`config.mk`:
```
export PLATFORM = sky130hd
export DESIGN_NAME = iic_wr_master
export DESIGN_NICKNAME = d
export VERILOG_FILES = /design/src/rtl/iic_wr_master.sv
export SDC_FILE = /design/constraint.sdc
export NUM_CORES = 1
export LEC_CHECK = 0
export ABC_CLOCK_PERIOD_IN_PS = 3500
export CAP_MARGIN = 20
export CORE_MARGIN = 3
export CORE_UTILIZATION = 57
export DETAILED_ROUTE_END_ITERATION = 16
export PLACE_DENSITY_LB_ADDON = 0.12
export SLEW_MARGIN = 30
export SYNTH_ARGS = -nofsm -noshare
export SYNTH_HDL_FRONTEND = slang
export SYNTH_SLANG_ARGS = --single-unit
```
`constraint.sdc`:
```
create_clock -name clk -period 3.5 [get_ports clk]
set_input_delay 0.875 -clock clk [delete_from_list [all_inputs] [get_ports clk]]
set_output_delay 0.875 -clock clk [all_outputs]
set_load 0.005 [all_outputs]
```
`src/rtl/iic_wr_master.sv`:
```
// Write-only I2C master: START, {DEV_ADDR,W}, control byte, data byte(s), STOP.
// SCL is push-pull; SDA is open-drain (sda_oe=1 pulls low).
module iic_wr_master #(
   parameter int         CLK_FRE  = 50,
   parameter int         IIC_FREQ = 400,
   parameter logic [6:0] DEV_ADDR = 7'h3C
) (
   input  logic       clk,
   input  logic       rst_n,
   input  logic       send_en,
   input  logic [7:0] send_addr,
   input  logic [7:0] send_data,
   output logic       send_busy,
   input  logic       brust_vaild,
   output logic       brust_ready,
   output logic       scl,
   output logic       sda_o,
   output logic       sda_oe,
   input  logic       sda_i,
   output logic       ack_err
);
   localparam int          QDIV  = (CLK_FRE * 1000) / (IIC_FREQ * 4);
   localparam logic [15:0] QLAST = 16'(QDIV - 1);

   typedef enum logic [2:0] {S_IDLE, S_START, S_SHIFT, S_ACK, S_REQ, S_STOP} state_t;

   state_t      r_state, w_state_nxt;
   logic [15:0] r_cnt;
   logic [1:0]  r_q, w_q_nxt;
   logic [2:0]  r_bit, w_bit_nxt;
   logic [1:0]  r_idx, w_idx_nxt;
   logic [1:0]  r_req, w_req_nxt;
   logic        r_nack;
   logic [7:0]  r_ctl, r_dat;
   logic        w_tick, w_ack_samp, w_nack, w_load, w_burst_load;
   logic [7:0]  w_byte;
   logic        w_scl_nxt, w_oe_nxt;
   logic        r_scl, r_oe, r_busy, r_ready, r_ack_err;

   assign w_tick     = (r_cnt == QLAST);
   assign w_ack_samp = (r_state == S_ACK) && (r_q == 2'd3) && (r_cnt == 16'd0);
   assign w_nack     = w_ack_samp ? sda_i : r_nack;

   always_comb begin
      w_state_nxt  = r_state;
      w_q_nxt      = r_q;
      w_bit_nxt    = r_bit;
      w_idx_nxt    = r_idx;
      w_req_nxt    = 2'd0;
      w_load       = 1'b0;
      w_burst_load = 1'b0;
      case (r_state)
         S_IDLE: if (send_en) begin
            w_state_nxt = S_START;
            w_q_nxt     = 2'd0;
            w_bit_nxt   = 3'd0;
            w_idx_nxt   = 2'd0;
            w_load      = 1'b1;
         end
         S_START: if (w_tick) begin
            if (r_q == 2'd1) begin
               w_state_nxt = S_SHIFT;
               w_q_nxt     = 2'd0;
            end else w_q_nxt = r_q + 2'd1;
         end
         S_SHIFT: if (w_tick) begin
            if (r_q == 2'd3) begin
               w_q_nxt = 2'd0;
               if (r_bit == 3'd7) begin
                  w_bit_nxt   = 3'd0;
                  w_state_nxt = S_ACK;
               end else w_bit_nxt = r_bit + 3'd1;
            end else w_q_nxt = r_q + 2'd1;
         end
         S_ACK: if (w_tick) begin
            if (r_q == 2'd3) begin
               w_q_nxt = 2'd0;
               if (w_nack) w_state_nxt = S_STOP;
               else if (r_idx < 2'd2) begin
                  w_idx_nxt   = r_idx + 2'd1;
                  w_state_nxt = S_SHIFT;
               end else if (brust_vaild) w_state_nxt = S_REQ;
               else w_state_nxt = S_STOP;
            end else w_q_nxt = r_q + 2'd1;
         end
         // Three-cycle handshake: ready at the first cycle, decision on the third.
         S_REQ: begin
            w_req_nxt = r_req + 2'd1;
            if (r_req == 2'd2) begin
               w_req_nxt = 2'd0;
               if (brust_vaild) begin
                  w_state_nxt  = S_SHIFT;
                  w_burst_load = 1'b1;
               end else w_state_nxt = S_STOP;
            end
         end
         S_STOP: if (w_tick) begin
            if (r_q == 2'd2) begin
               w_state_nxt = S_IDLE;
               w_q_nxt     = 2'd0;
            end else w_q_nxt = r_q + 2'd1;
         end
         default: w_state_nxt = S_IDLE;
      endcase
   end

   // Pin levels are decoded from the next state so they register glitch-free.
   always_comb begin
      if (w_burst_load)          w_byte = send_data;
      else if (w_idx_nxt == 2'd0) w_byte = {DEV_ADDR, 1'b0};
      else if (w_idx_nxt == 2'd1) w_byte = r_ctl;
      else                        w_byte = r_dat;
      w_scl_nxt = 1'b1;
      w_oe_nxt  = 1'b0;
      case (w_state_nxt)
         S_START: w_oe_nxt = (w_q_nxt == 2'd1);
         S_SHIFT: begin
            w_scl_nxt = w_q_nxt[1];
            w_oe_nxt  = ~w_byte[3'd7 - w_bit_nxt];
         end
         S_ACK:   w_scl_nxt = w_q_nxt[1];
         S_REQ:   w_scl_nxt = 1'b0;
         S_STOP: begin
            w_scl_nxt = (w_q_nxt != 2'd0);
            w_oe_nxt  = (w_q_nxt != 2'd2);
         end
         default: ;
      endcase
   end

   always_ff @(posedge clk or negedge rst_n) begin
      if (!rst_n) begin
         r_state   <= S_IDLE;
         r_cnt     <= 16'd0;
         r_q       <= 2'd0;
         r_bit     <= 3'd0;
         r_idx     <= 2'd0;
         r_req     <= 2'd0;
         r_nack    <= 1'b0;
         r_scl     <= 1'b1;
         r_oe      <= 1'b0;
         r_busy    <= 1'b0;
         r_ready   <= 1'b0;
         r_ack_err <= 1'b0;
      end else begin
         r_state   <= w_state_nxt;
         r_cnt     <= (r_state == S_IDLE || r_state == S_REQ || w_tick) ? 16'd0 : r_cnt + 16'd1;
         r_q       <= w_q_nxt;
         r_bit     <= w_bit_nxt;
         r_idx     <= w_idx_nxt;
         r_req     <= w_req_nxt;
         r_nack    <= w_nack;
         r_scl     <= w_scl_nxt;
         r_oe      <= w_oe_nxt;
         r_busy    <= (w_state_nxt != S_IDLE);
         r_ready   <= (w_state_nxt == S_REQ) && (r_state != S_REQ);
         r_ack_err <= w_ack_samp & sda_i;
      end
   end

   always_ff @(posedge clk) begin
      if (w_load) begin
         r_ctl <= send_addr;
         r_dat <= send_data;
      end else if (w_burst_load) begin
         r_dat <= send_data;
      end
   end

   assign scl         = r_scl;
   assign sda_o       = 1'b0;
   assign sda_oe      = r_oe;
   assign send_busy   = r_busy;
   assign brust_ready = r_ready;
   assign ack_err     = r_ack_err;
endmodule

```
==> metrics.md <==
| Metric | Value |
|---|---|
| NetSw | `347 uW` |
| Overall global routing resource usage | `0.218` |
| Fin Hold WS | `0.459 ns` |
| Clock network latency to the later pin of the worst-skew pair | `around 0.30 ns` |
| Total via count after detailed routing | `roughly 2100` |
| Hold-fix buffers, CTS | `0` |
| Number of DRC violations after detailed-routing iteration 0 | `~170` |
| Die X | `approximately 76 um` |
| Post-synthesis sequential area ratio | `0.479` |
| H-tree lvl count | `2` |
| Number of failing setup endpoints in the final timing report | `0` |
| HPWL reported at the end of detailed placement | `4190 um` |
| Period Utilization, post-route | `0.923` |
| Worst hold path type | `register to register` |
| Clk_skew | `approximately 0.0054 ns` |
| Area grow syn2layout | `13.8%` |
| Setup repair after global routing missed its margin | `false` |
| Post-CTS setup-driven buffer insertion count | `0` |
| Tmin final | `3.23 ns` |
| Clock network fraction of total power | `0.255` |
| DRC violation count after routing | `0` |
| Leading cell types by total area after synthesis | `sky130_fd_sc_hd__dfrtp_1, sky130_fd_sc_hd__edfxtp_1, sky130_fd_sc_hd__ha_1` |
| Number of cells upsized or downsized after cts | `0` |
| Final Hold Violating Endpoints | `0` |
| Count of synthesis-stage warnings from yosys | `0` |
| Mean post-synth cell area | `approximately 10 um2` |
| Sw frac | `0.280` |
| Slew Limit Headroom | `0.673` |
| Maximum root-to-sink buffer count | `2` |
| Mapped cell area | `between 2000 and 3000 um2` |
| Leftover overflow at the end of global routing | `0` |
| Number of pins exceeding their max-slew limit in the final report | `0` |
| Static Leakage | `around 1.4 nW` |
| Die Area | `about 5800 um2` |
| Chain of cells forming the critical path | `clkdlybuf4s50_1 > or4b_1 > nand2_1 > a21oi_1 > nor2_1 > inv_2 > a221o_1 > a2bb2oi_1 > a221o_1 > o211a_1` |
| Power share of the sequential group | `0.563` |
| CTS clock-pin slew for the worst setup and hold paths | `0.09 ns` |
| Count of clock tree sinks | `50` |
| Endpoint with the worst hold slack | `r_req[0]$_DFF_PN0_` |
| Outcome | `finished, final reports clean` |
| Library cell appearing most often on the critical path | `sky130_fd_sc_hd__a221o_1` |
| Commonest cells after routing, fill and taps aside | `sky130_fd_sc_hd__dfrtp_1, sky130_fd_sc_hd__nor2_1, sky130_fd_sc_hd__clkdlybuf4s50_1, sky130_fd_sc_hd__nand2_1` |
| Summed negative setup slack over all endpoints | `0 ns` |
| Total Wirelength | `around 5500 um` |
| Via count normalized by instance count | `between 5 and 6` |
| Post-Syn Instances | `278` |
| Number of global-route vias before repair | `2016` |
| TritonCTS Buffers | `5` |
| RD Place Congestion | `about 0.9` |
| Family with the most delay on the worst path | `simple AND/OR/NAND/NOR gates` |
| Pwr dens | `around 390 nW/um2` |
| Final antenna-violating net count | `0` |
| CP peak stage delay | `between 0.6 and 0.7 ns` |
| Drt wl/cell | `14.9 um` |
| Setup slack on the worst flop-to-flop path | `between 0.4 and 0.5 ns` |
| Cell type with the highest aggregate area in the netlist | `sky130_fd_sc_hd__dfrtp_1` |
| Proportion of layout cells with a drive suffix above 1 | `0.0789` |
| Count of input and output buffers | `25` |
| Core outline area | `4530 um2` |
| Antenna violations before repair | `0` |
| Count of TritonRoute iterations in the first routing pass | `4` |
| Largest net degree at the start of global routing | `35` |
| Internal Power | `slightly below 900 uW` |
| Antenna Diode Count | `0` |
| Worst ir drop on vdd | `around 330 uV` |
| Most used flip-flop cell after synthesis | `sky130_fd_sc_hd__dfrtp_1` |
| Data required time of the worst path | `~3.7 ns` |
| Critical R2R Capture | `sda_oe$_DFF_PN0_` |
| Crit path buffers/inverters | `2` |
| CTS root buffer | `sky130_fd_sc_hd__clkbuf_8` |
| Setup crit start kind | `primary input` |
| Depth of the worst hold-timing path | `1` |
| Launch point of the worst reg-to-reg path | `r_cnt[5]$_DFF_PN0_` |
| Length in cells of the worst reg-to-reg path | `8` |
| Yosys top cell area share | `0.297` |
| Synthesized flop and latch total | `50` |
| Data arrival at the endpoint of the critical path | `between 3 and 4 ns` |
| Worst Tran Pin Value | `between 0.4 and 0.5 ns` |
| Most common cell after layout, fill and taps aside | `sky130_fd_sc_hd__dfrtp_1` |
| TritonCTS clock tree | `done` |
| Highest net fanout along the worst path | `10` |
| Initial Utilization | `0.614` |
| Height of the chip | `around 76 um` |
| Crit end category | `register` |
| Num rows | `24` |
| Launch point of the worst hold path | `r_req[0]$_DFF_PN0_` |
| Logic gate share of total power | `0.182` |
| Layout Nets | `about 340` |
| Critical-path top delay cell | `sky130_fd_sc_hd__or4b_1` |
| Share of flip-flops with an asynchronous set or reset | `0.680` |
| Count of flip-flops with a built-in enable after synthesis | `16` |
| Distinct cell type count after synthesis | `65` |
| Number of ports placed on the die boundary | `27` |
| Max-capacitance violation count | `0` |
| Syn Nets | `311` |
| First-pass GRT wire length | `9360 um` |
| Max Clock Freq | `a little over 300 MHz` |
| Worst setup path category | `primary input to register` |
[power by group through the flow]
| stage | Clock, mW | Sequential (mW) | Combinational (mW) |
|---|---|---|---|
| after floorplan | 0 | 0.696 | 0.154 |
| after global placement | 0 | 0.707 | 0.215 |
| after detailed placement | 0 | 0.710 | 0.226 |
| after CTS | 0.327 | 0.697 | 0.227 |
| after global routing | 0.350 | 0.707 | 0.254 |
| final | 0.316 | 0.698 | 0.225 |
[layout make-up]
type                    instances  area (um2)
fillers                       363        1370
multi-input cells             200        1330
inverters                      18        67.6
flip-flops and latches         50        1330
clock buffers                   6        72.6
repair buffers                 28         273
well taps                      65        81.3
clock inverters                 2        8.76
[registers in the layout, indices dropped and copies added, names as in the netlist]
register and count:
r_req 2, brust_ready 1, sda_oe 1, ack_err 1, scl 1, send_busy 1, r_bit 3, r_idx 2
r_ctl 8, r_state 3, r_cnt 16, r_dat 8, r_q 2, r_nack 1
[Yosys cell counts (all sizes together), types with 2 or more instances]
master / instances
or4b: 2
edfxtp: 16
or2: 3
or3: 7
a21oi: 17
o21ai: 20
nor4: 4
a21o: 2
buf: 3
and4: 3
a221o: 2
xnor2: 3
nand2: 20
a31oi: 3
inv: 17
and3: 5
or4: 3
nor2: 26
nand3: 10
nor4b: 2
a22oi: 2
ha: 12
nor3: 8
dfrtp: 33
nand2b: 3
nand3b: 2
and2: 3
a211o: 2
xor2: 7
a211oi: 2
o22a: 3
clkbuf: 7
nand4: 3
mux2i: 3
[cell families (layout without fill, tap and decap cells)]
group	count (synthesis)	after routing	share of synthesized area
simple gates	108	108	0.227
flops	50	50	0.479
compound gates	65	65	0.151
xor+xnor	10	10	0.0315
fa+ha+maj	12	12	0.0540
other cells	1	1	0.00135
buf+inv	28	54	0.0423
mux	4	4	0.0148
[stage by stage]
step,worst slack (ns),utilization,cells,power [mW],instance area [um2]
after detailed placement,0.0227,0.681,361,0.936,3090
final,0.268,0.699,369,1.24,3170
after floorplan,0.704,-,278,0.850,2780
after global placement,0.119,0.681,361,0.922,3090
after CTS,0.307,0.699,369,1.25,3170
after global routing,0.138,0.699,369,1.31,3170
[worst max-delay path by stage]
stage	startpoint	endpoint	slack, ns	depth (start not counted)
floorplan	r_cnt[5]$_DFF_PN0_	sda_oe$_DFF_PN0_	0.70	9
global placement	send_en	sda_oe$_DFF_PN0_	0.12	10
global route	send_en	sda_oe$_DFF_PN0_	0.14	10
finish	send_en	sda_oe$_DFF_PN0_	0.27	10
CTS	send_en	sda_oe$_DFF_PN0_	0.31	10
detailed placement	send_en	sda_oe$_DFF_PN0_	0.02	10
[layer usage]
| metal | vias to the layer above | part of all wire | GRT usage |
|---|---|---|---|
| met3 | 4 | 0.039 | 0.0409 |
| li1 | 1053 | - | - |
| met4 | 0 | 0.0058 | 0.0738 |
| met2 | 45 | 0.47 | 0.338 |
| met5 | - | 0 | 0 |
| met1 | 1009 | 0.49 | 0.308 |
(Power assumes the default switching activity.)
